`src/rtl/bdc_pkg.sv`:
```
// Shared BDC definitions: opcode bytes, command sequencer states and the
// host command record latched by bdc_cmd_sequencer.
package bdc_pkg;

    localparam logic [7:0] BACKGROUND    = 8'h90;
    localparam logic [7:0] READ_STATUS   = 8'hE4;
    localparam logic [7:0] WRITE_CONTROL = 8'hC4;
    localparam logic [7:0] READ_BYTE     = 8'hE0;
    localparam logic [7:0] WRITE_BYTE    = 8'hC0;
    localparam logic [7:0] GO            = 8'h08;

    typedef enum logic [2:0] {
        IDLE   = 3'd0,
        ISSUE  = 3'd1,
        SETTLE = 3'd2,
        WAIT   = 3'd3,
        DELAY  = 3'd4,
        RESP   = 3'd5
    } bdc_state_e;

    typedef struct packed {
        logic [7:0]  opcode;
        logic [15:0] addr;
        logic        has_addr;
        logic        has_wr;
        logic [7:0]  wdata;
        logic        has_rd;
    } bdc_cmd_t;

endpackage

```
`src/rtl/bdc_cmd_sequencer.sv`:
```
// Runs one BDC command (opcode, optional address/write byte, target-clock
// delay, optional read) over a byte-level bdc_interface and returns one response.
module bdc_cmd_sequencer
    import bdc_pkg::*;
#(
    parameter int DELAY_TCYC  = 16,
    parameter int TIMEOUT_CYC = 65535
) (
    input  logic       clk,
    input  logic       rst,
    input  logic       cmd_valid,
    output logic       cmd_ready,
    input  logic [7:0] cmd_opcode,
    input  logic [15:0] cmd_addr,
    input  logic       cmd_has_addr,
    input  logic       cmd_has_wr,
    input  logic [7:0] cmd_wdata,
    input  logic       cmd_has_rd,
    output logic       rsp_valid,
    output logic [7:0] rsp_data,
    output logic       rsp_err,
    input  logic       tgt_clk_pulse,
    output logic [7:0] bdc_wdata,
    output logic       bdc_send,
    output logic       bdc_read,
    input  logic [7:0] bdc_rdata,
    input  logic       bdc_ready,
    output bdc_state_e state_dbg
);

    localparam int DW = $clog2(DELAY_TCYC + 1);
    localparam int TW = $clog2(TIMEOUT_CYC + 1);
    localparam logic [DW-1:0] DLY_MAX  = DW'(DELAY_TCYC);
    localparam logic [DW-1:0] DLY_LAST = DW'(DELAY_TCYC - 1);
    localparam logic [TW-1:0] TMO_MAX  = TW'(TIMEOUT_CYC);

    bdc_state_e      state, next_state;
    bdc_cmd_t        cmd_in;
    logic [3:0][7:0] byte_list, list_d;
    logic [1:0]      idx, last_idx, last_d;
    logic            rd_req, rd_phase, dly_first;
    logic [DW-1:0]   dly_cnt;
    logic [TW-1:0]   tmo_cnt;

    logic       accept, strobe_send, strobe_read, idx_inc, capture, tmo_hit;
    logic       dly_count, dly_hit;
    logic [7:0] wdata_d;

    // Host handshake: a command transfers on a cycle with cmd_valid && cmd_ready;
    // cmd_ready is high exactly while IDLE, so busy-time offers are simply held off.
    assign cmd_ready = (state == IDLE);
    assign accept    = cmd_ready && cmd_valid;
    assign state_dbg = state;

    assign cmd_in = '{opcode:   cmd_opcode,
                      addr:     cmd_addr,
                      has_addr: cmd_has_addr,
                      has_wr:   cmd_has_wr,
                      wdata:    cmd_wdata,
                      has_rd:   cmd_has_rd};

    always_comb begin
        list_d    = '0;
        list_d[0] = cmd_in.opcode;
        last_d    = 2'd0;
        if (cmd_in.has_addr) begin
            list_d[1] = cmd_in.addr[15:8];
            list_d[2] = cmd_in.addr[7:0];
            last_d    = 2'd2;
        end
        if (cmd_in.has_wr) begin
            if (cmd_in.has_addr) begin
                list_d[3] = cmd_in.wdata;
                last_d    = 2'd3;
            end else begin
                list_d[1] = cmd_in.wdata;
                last_d    = 2'd1;
            end
        end
    end

    // The pulse seen in the first DELAY cycle is deliberately not counted.
    assign dly_count = (state == DELAY) && !dly_first && tgt_clk_pulse;
    assign dly_hit   = dly_count && (dly_cnt == DLY_LAST);

    always_comb begin
        next_state  = state;
        strobe_send = 1'b0;
        strobe_read = 1'b0;
        idx_inc     = 1'b0;
        capture     = 1'b0;
        tmo_hit     = 1'b0;
        wdata_d     = bdc_wdata;
        unique case (state)
            IDLE: begin
                if (accept) begin
                    strobe_send = 1'b1;
                    wdata_d     = list_d[0];
                    next_state  = ISSUE;
                end
            end
            ISSUE:  next_state = SETTLE;
            SETTLE: next_state = WAIT;
            WAIT: begin
                if (bdc_ready) begin
                    if (rd_phase) begin
                        capture    = 1'b1;
                        next_state = RESP;
                    end else if (idx == last_idx) begin
                        next_state = DELAY;
                    end else begin
                        idx_inc     = 1'b1;
                        strobe_send = 1'b1;
                        wdata_d     = byte_list[idx + 2'd1];
                        next_state  = ISSUE;
                    end
                end else if (tmo_cnt == TMO_MAX) begin
                    tmo_hit    = 1'b1;
                    next_state = RESP;
                end
            end
            DELAY: begin
                if (dly_hit) begin
                    if (rd_req) begin
                        strobe_read = 1'b1;
                        next_state  = ISSUE;
                    end else begin
                        next_state = RESP;
                    end
                end
            end
            RESP:    next_state = IDLE;
            default: next_state = IDLE;
        endcase
    end

    always_ff @(posedge clk or negedge rst) begin
        if (!rst) begin
            state <= IDLE;
        end else begin
            state <= next_state;
        end
    end

    always_ff @(posedge clk or negedge rst) begin
        if (!rst) begin
            byte_list <= '0;
            idx       <= 2'd0;
            last_idx  <= 2'd0;
            rd_req    <= 1'b0;
            rd_phase  <= 1'b0;
        end else begin
            if (accept) begin
                byte_list <= list_d;
                idx       <= 2'd0;
                last_idx  <= last_d;
                rd_req    <= cmd_in.has_rd;
                rd_phase  <= 1'b0;
            end else begin
                if (idx_inc) idx <= idx + 2'd1;
                if (strobe_read) rd_phase <= 1'b1;
            end
        end
    end

    // Per-byte watchdog restarts on every strobe and runs through SETTLE and WAIT.
    always_ff @(posedge clk or negedge rst) begin
        if (!rst) begin
            tmo_cnt   <= '0;
            dly_cnt   <= '0;
            dly_first <= 1'b0;
        end else begin
            if (state == ISSUE) begin
                tmo_cnt <= '0;
            end else if ((state == SETTLE || state == WAIT) && tmo_cnt != TMO_MAX) begin
                tmo_cnt <= tmo_cnt + 1'b1;
            end
            if (state != DELAY && next_state == DELAY) begin
                dly_first <= 1'b1;
                dly_cnt   <= '0;
            end else if (state == DELAY) begin
                dly_first <= 1'b0;
                if (dly_count && dly_cnt != DLY_MAX) dly_cnt <= dly_cnt + 1'b1;
            end
        end
    end

    always_ff @(posedge clk or negedge rst) begin
        if (!rst) begin
            bdc_wdata <= 8'h00;
            bdc_send  <= 1'b0;
            bdc_read  <= 1'b0;
            rsp_valid <= 1'b0;
            rsp_data  <= 8'h00;
            rsp_err   <= 1'b0;
        end else begin
            bdc_wdata <= wdata_d;
            bdc_send  <= strobe_send;
            bdc_read  <= strobe_read;
            rsp_valid <= (next_state == RESP);
            if (next_state == RESP) begin
                rsp_data <= capture ? bdc_rdata : 8'h00;
                rsp_err  <= tmo_hit;
            end
        end
    end

endmodule

```
`config.mk`:
```
export PLATFORM = sky130hd
export DESIGN_NAME = bdc_cmd_sequencer
export DESIGN_NICKNAME = d
export VERILOG_FILES = /design/src/rtl/bdc_pkg.sv /design/src/rtl/bdc_cmd_sequencer.sv
export SDC_FILE = /design/constraint.sdc
export NUM_CORES = 1
export LEC_CHECK = 0
export BUFFER_PORTS_ARGS = -buffer_cell sky130_fd_sc_hd__buf_2
export CAP_MARGIN = 20
export CELL_PAD_IN_SITES_DETAIL_PLACEMENT = 2
export CELL_PAD_IN_SITES_GLOBAL_PLACEMENT = 2
export CORE_UTILIZATION = 37
export DETAILED_ROUTE_END_ITERATION = 7
export PLACE_DENSITY = 0.84
export SLEW_MARGIN = 20
export SYNTH_ARGS = -nofsm -noshare
export SYNTH_HDL_FRONTEND = slang
export SYNTH_SLANG_ARGS = --single-unit
```
`constraint.sdc`:
```
create_clock -name clk -period 3.3 [get_ports clk]
set_clock_uncertainty 0.2 [all_clocks]
set_input_delay 0.66 -clock clk [delete_from_list [all_inputs] [get_ports clk]]
set_output_delay 0.66 -clock clk [all_outputs]
set_load 0.03 [all_outputs]
```
Word level (Yosys, flattened, before mapping)
Cells that the tools add are included.
W data, S select, Z words.

storage, ports and cells
  flip-flop bits (word level) = 83
  input bits = 48
  word-level logic and storage cells = 106

operators by class
  $add $sub $neg = 3
  $lt $le $gt $ge = 1
  eq/ne operators = 16
  muxes and demuxes = 50
  reduce and logical (&&, ||, !) cells = 18

operator list
  kind                     count
  $mux W8                  10
  $mux W16                 3
  $mux W3                  7
  $mux W1                  18
  $add A16 B1 Y16 const B  1
  $bmux W8 S2              1
  $eq A16 B16 Y1 const B   1
  $ne A16 B16 Y1 const B   1
  $pmux W8 S2              1
  $mux W5                  3
  $pmux W3 S5              1
  $reduce_bool A2 Y1       6
  $mux W2                  5
  $eq A3 B3 Y1 const B     3
  $logic_and A1 B1 Y1      7
  $eq A3 B2 Y1 const B     2
  $ne A2 B2 Y1 const B     3
  $add A5 B1 Y5 const B    1
  $eq A5 B4 Y1 const B     1
  $ne A5 B5 Y1 const B     1
  $reduce_and A5 Y1        1
  $eq A3 B1 Y1 const B     1
  $logic_not A3 Y1         1
  $lt A2 B3 Y1 const B     1
  other kinds (8)          8

Logic depth before layout (Yosys ltp)
  depth after elaboration = 10
  depth in mapped cells = 9
  depth with buffers taken out = 8

Worst setup path after synthesis
OpenSTA, ideal clock, no wires.

  path type = flip-flop to flip-flop
  start = reg state[2] (netlist: state_dbg[2])
  end = reg byte_list[16] (netlist name)
  library setup time = 117 ps
  data arrival time = 2,072 ps
  required time = 2,983 ps
  path slack = 910 ps
  cell stages (with the launch flop) = 8
  path buffers = 3
  clock period less this slack = 2,390 ps
  cells stage by stage = dfrtp_1 -> buf_2 -> nor3_1 -> nand2_1 -> buf_2 -> buf_1 -> nand2_1 -> nand2_1

between the ends
  cells in the longest elaborated chain, start to end = 2

ends and longest elaborated chain
  item                    line                      RTL
  start, declared         bdc_cmd_sequencer.sv:37   bdc_state_e state, next_state;
  start signal, assigned  bdc_cmd_sequencer.sv:141  state <= next_state;
  $logic_not A3 Y1        bdc_cmd_sequencer.sv:51   assign cmd_ready = (state == IDLE);
  via cmd_ready           bdc_cmd_sequencer.sv:12   output logic cmd_ready,
  $logic_and A1 B1 Y1     bdc_cmd_sequencer.sv:52   assign accept = cmd_ready && cmd_valid;
  end signal, assigned    bdc_cmd_sequencer.sv:154  byte_list <= list_d;
  end, declared           bdc_cmd_sequencer.sv:39   logic [3:0][7:0] byte_list, list_d;

The timed path passes the listed nets, and every way through them passes these cells.
A chain may end at the register's enable or synchronous reset.

Worst setup path in the final report
  start = reg dly_cnt[1]
  end = reg dly_first

between the ends
  cells in the longest elaborated chain, start to end = 7
  elaborated cells between the ends (all ways) = 8
  classes of those cells = 2 x eq/ne; 3 x mux; 3 x reduce/logical

ends and longest elaborated chain
  item                                           line                      RTL
  start, declared                                bdc_cmd_sequencer.sv:42   logic [DW-1:0] dly_cnt;
  start signal, assigned                         bdc_cmd_sequencer.sv:183  if (dly_count && dly_cnt != DLY_MAX) dly_cnt <= dly_cnt + 1'b1;
  $eq A5 B4 Y1 (*)                               bdc_cmd_sequencer.sv:84   assign dly_hit = dly_count && (dly_cnt == DLY_LAST);
  $logic_and A1 B1 Y1 (*)                        bdc_cmd_sequencer.sv:84
  $mux W3 (*)                                    bdc_cmd_sequencer.sv:123  if (dly_hit) begin
  $pmux W3 S5 (*)                                bdc_cmd_sequencer.sv:94   unique case (state)
  via next_state[0]                              bdc_cmd_sequencer.sv:37
  $eq A3 B3 Y1 (*)                               bdc_cmd_sequencer.sv:178  if (state != DELAY && next_state == DELAY) begin
  $logic_and A1 B1 Y1 (*)                        bdc_cmd_sequencer.sv:178
  $mux W1 or $reduce_bool A2 Y1 (tied branches)  --
  end signal, assigned                           bdc_cmd_sequencer.sv:171  dly_first <= 1'b0;
  end signal, assigned                           bdc_cmd_sequencer.sv:179  dly_first <= 1'b1;
  end signal, assigned                           bdc_cmd_sequencer.sv:182  dly_first <= 1'b0;
  end, declared                                  bdc_cmd_sequencer.sv:41   logic rd_req, rd_phase, dly_first;

Mark *: on every way through the listed nets, which the timed path passes. The rest lies on a longest branch.

==> summary.md <==
| Metric | Value |
|---|---|
| Sequential area share after synthesis | between 50% and 60% |
| RSZ-0062 raised after global routing | false |
| Worst setup EP type | flip-flop |
| Vias per std cell | ~5.4 |
| Post-Syn Area per Cell | ~10 sq um |
| Async SR Flop Fraction | 100.0% |
| Die width | 106.4 um |
| Leading area contributor after synthesis | dfrtp_1 |
| Setup Viol. Count Final | 0 |
| Max_cap viols | 0 |
| Routed WL | 11720 um |
| Drt drc | 0 |
| Achievable frequency | a little under 400 MHz |
| Area grow syn2layout | 17.87% |
| Worst EP arrival | 2630 ps |
| DR WL/cell | 19.09 um |
| Placed cell areas | about 4500 sq um |
| Vias in the first global route | 3773 |
| Hold Path Class | in2async |
| GRT Overall Usage | between 20% and 30% |
| VDD IR max | roughly 0.26 mV |
| CTS Buf Count | 9 |
| Vias | between 3000 and 4000 |
| 1st-pass router iterations | 4 |
| Cell row count | 37 |
| Period minus WS final | 2528 ps |
| Die area | 11320 sq um |
| Yosys cell types | 52 |
| Post-synth EDFFs | 0 |
| R2r startpoint | dly_cnt[1] |
| Hold buffer count at CTS | 0 |
| Worst-Skew Late Latency | ~370 ps |
| Diode count | 0 |
| Resized Gates After CTS | 0 |
| Share of Yosys cell area claimed by the top area cell type | approximately half |
| Count of final hold-check violations | 0 |
| Yosys warnings | 0 |
| # IOs | 72 |
| IO Port Bufs | 71 |
| Fraction of layout cells with a size suffix above 1 | a little under a quarter |
| Status | finished, final reports clean |
| Initial Utilization | between 30% and 40% |
| Util after Layout | approximately 45% |
| Required time of the critical path | 3400 ps |
| Fin nets | around 530 |
| Crit start category | flip-flop |
| Sink Count | 83 |
| Synthesized area | slightly above 4000 sq um |
| Clock slew at reported path FFs | around 90 ps |
| Setup TNS | 0 ps |
| Root buffer cell | clkbuf_8 |
| R2r worst-path depth | 8 |
| Reg2reg setup slack | between 700 and 800 ps |
| Yosys reg bits | 83 |
| Placer Congestion | 0.7181 |
| RR Endpoint | dly_first |
| Die Y | between 100 and 150 um |
| H-tree Lvls | 3 |
| Post-CTS Setup Repair Bufs | 0 |
| Synthesized net count | approximately 460 |
| Crit Path Category | reg2reg |
| PwrDens | around 840 nW/um^2 |
| Worst-Margin Slew | between 1000 and 1500 ps |
| Slew headroom | between 30% and 40% |
| Fillers | roughly 1200 |
| Gr ovfl total | 0 |
| Fin area | about 4800 sq um |
| CP Max Fanout | 10 |
| CTS tree | yes |
| Initial antenna violation count | 0 |
| First-pass GRT wire length | slightly below 20000 um |
| 1st-iter DRT viols | roughly 110 |
| Share of the clock period used by the worst path | between 70% and 80% |
| Final ANT Viol Nets | 0 |
| Pin count of the biggest net entering global routing | a little under 50 |
| Core area | approximately 10000 sq um |
| Largest cells by area after synthesis | dfrtp_1 (52%), nand2_1 (8.7%), mux4_2 (4.5%), xor2_1 (3.5%), nor2_1 (3.3%) |
| Leakage | between 2 and 2.5 nW |
| Count of pins over their slew limit | 0 |
| Mapped Cells | slightly above 400 |
| Clock buffer depth | 2 |
| DPL Wire Length | 8479 um |
| Post-synth top flop | dfrtp_1 |
[cells in the final DEF, fill, tap and decap left out, drive strengths merged, types with 6 or more instances in the layout]
cell / instances
mux2i: 10
mux4: 8
a21oi: 10
clkbuf: 11
a32oi: 8
nand2: 95
a22oi: 8
nand3: 21
xor2: 16
nor2: 37
dfrtp: 83
and3: 6
o21ai: 22
buf: 76
[per-stage QoR]
step	hold WS (ps)	cells	setup slack [ps]	power [W]
floorplan	164.4	407	910.4	0.002642
global placement	249.9	598	949.7	0.002994
detailed placement	257.7	598	754.5	0.003136
CTS	135.9	614	725.9	0.004062
global route	152.3	614	538.4	0.004263
finish	120.2	614	772.2	0.004005
[layer usage]
metal / GRT usage (%) / vias to the layer above / part of all wire, %
li1: - / 1543 / -
met1: 27.01 / 1724 / 42
met2: 41.00 / 61 / 53
met3: 4.721 / 17 / 3.3
met4: 7.837 / 0 / 1.7
met5: 0 / - / 0
[flip-flops by register name, indices dropped and copies added (netlist names)]
signal / flops
byte_list: 32
tmo_cnt: 16
bdc_wdata: 8
rsp_data: 8
dly_cnt: 5
state_dbg: 3
idx: 2
last_idx: 2
bdc_read: 1
bdc_send: 1
dly_first: 1
rd_phase: 1
rd_req: 1
rsp_err: 1
rsp_valid: 1
[power breakdown]
group	internal [W]	leakage [nW]	switching (W)
combinational	0.000543	1.14	0.000912
clock	0.000522	0.123	0.000382
sequential	0.00136	1.08	0.000290
total	0.00242	2.35	0.00158
[cell families (layout without fill, tap and decap cells)]
family | count (synthesis) | count (layout) | share of synthesized area (%)
multiplexers | 18 | 18 | 6.950
adder cells (fa/ha/maj) | 4 | 4 | 1.241
AND/OR/NAND/NOR | 192 | 192 | 21.97
buffers and inverters | 26 | 97 | 3.133
AO/OA/AOI/OAI | 63 | 63 | 10.64
flip-flops | 83 | 83 | 51.50
XOR/XNOR | 21 | 21 | 4.561
[cell type report]
type / instances / area (sq um) / area share [%]
Sequential cell: 83 / 2077 / 43.70
Multi-Input combinational cell: 298 / 1838 / 38.67
Timing Repair Buffer: 76 / 407.9 / 8.581
Tap cell: 136 / 170.2 / 3.580
Clock buffer: 11 / 141.4 / 2.974
Clock inverter: 5 / 100.1 / 2.106
Inverter: 5 / 18.77 / 0.3948
[worst max-delay path, cell delays in order, from the launching register on]
cell and delay (ps):
dfrtp_1 430, ha_1 230, and3_1 190, ha_1 170
and4b_1 210, a21oi_2 450, nand2_2 160, nor3_4 270
or2_1 160
[synthesized netlist by cell type (3+ instances only)]
| master | n |
|---|---|
| dfrtp_1 | 83 |
| mux4_2 | 8 |
| a21oi_1 | 9 |
| and3_1 | 6 |
| mux2i_1 | 10 |
| o211ai_1 | 4 |
| nor3_1 | 3 |
| nand4_1 | 5 |
| a32oi_1 | 8 |
| a22oi_1 | 8 |
| nand2b_1 | 3 |
| ha_1 | 4 |
| nor2_1 | 35 |
| clkbuf_1 | 11 |
| buf_2 | 5 |
| nand3_1 | 21 |
| xnor2_1 | 5 |
| o21ai_0 | 20 |
| xor2_1 | 16 |
| inv_1 | 5 |
| nor2b_1 | 5 |
| nand2_1 | 94 |
| o2111ai_1 | 3 |
[how the worst max path moves through the flow]
stage | from | to | cells past startpoint
after floorplan | state_dbg[2] | byte_list[16] | 7
after global placement | dly_cnt[0] | dly_cnt[1] | 8
after detailed placement | dly_cnt[1] | dly_cnt[2] | 8
after CTS | dly_cnt[1] | dly_first | 8
after global routing | idx[0] | bdc_wdata[6] | 4
final | dly_cnt[1] | dly_first | 8
No activity file was read; power rests on OpenSTA's default activity.
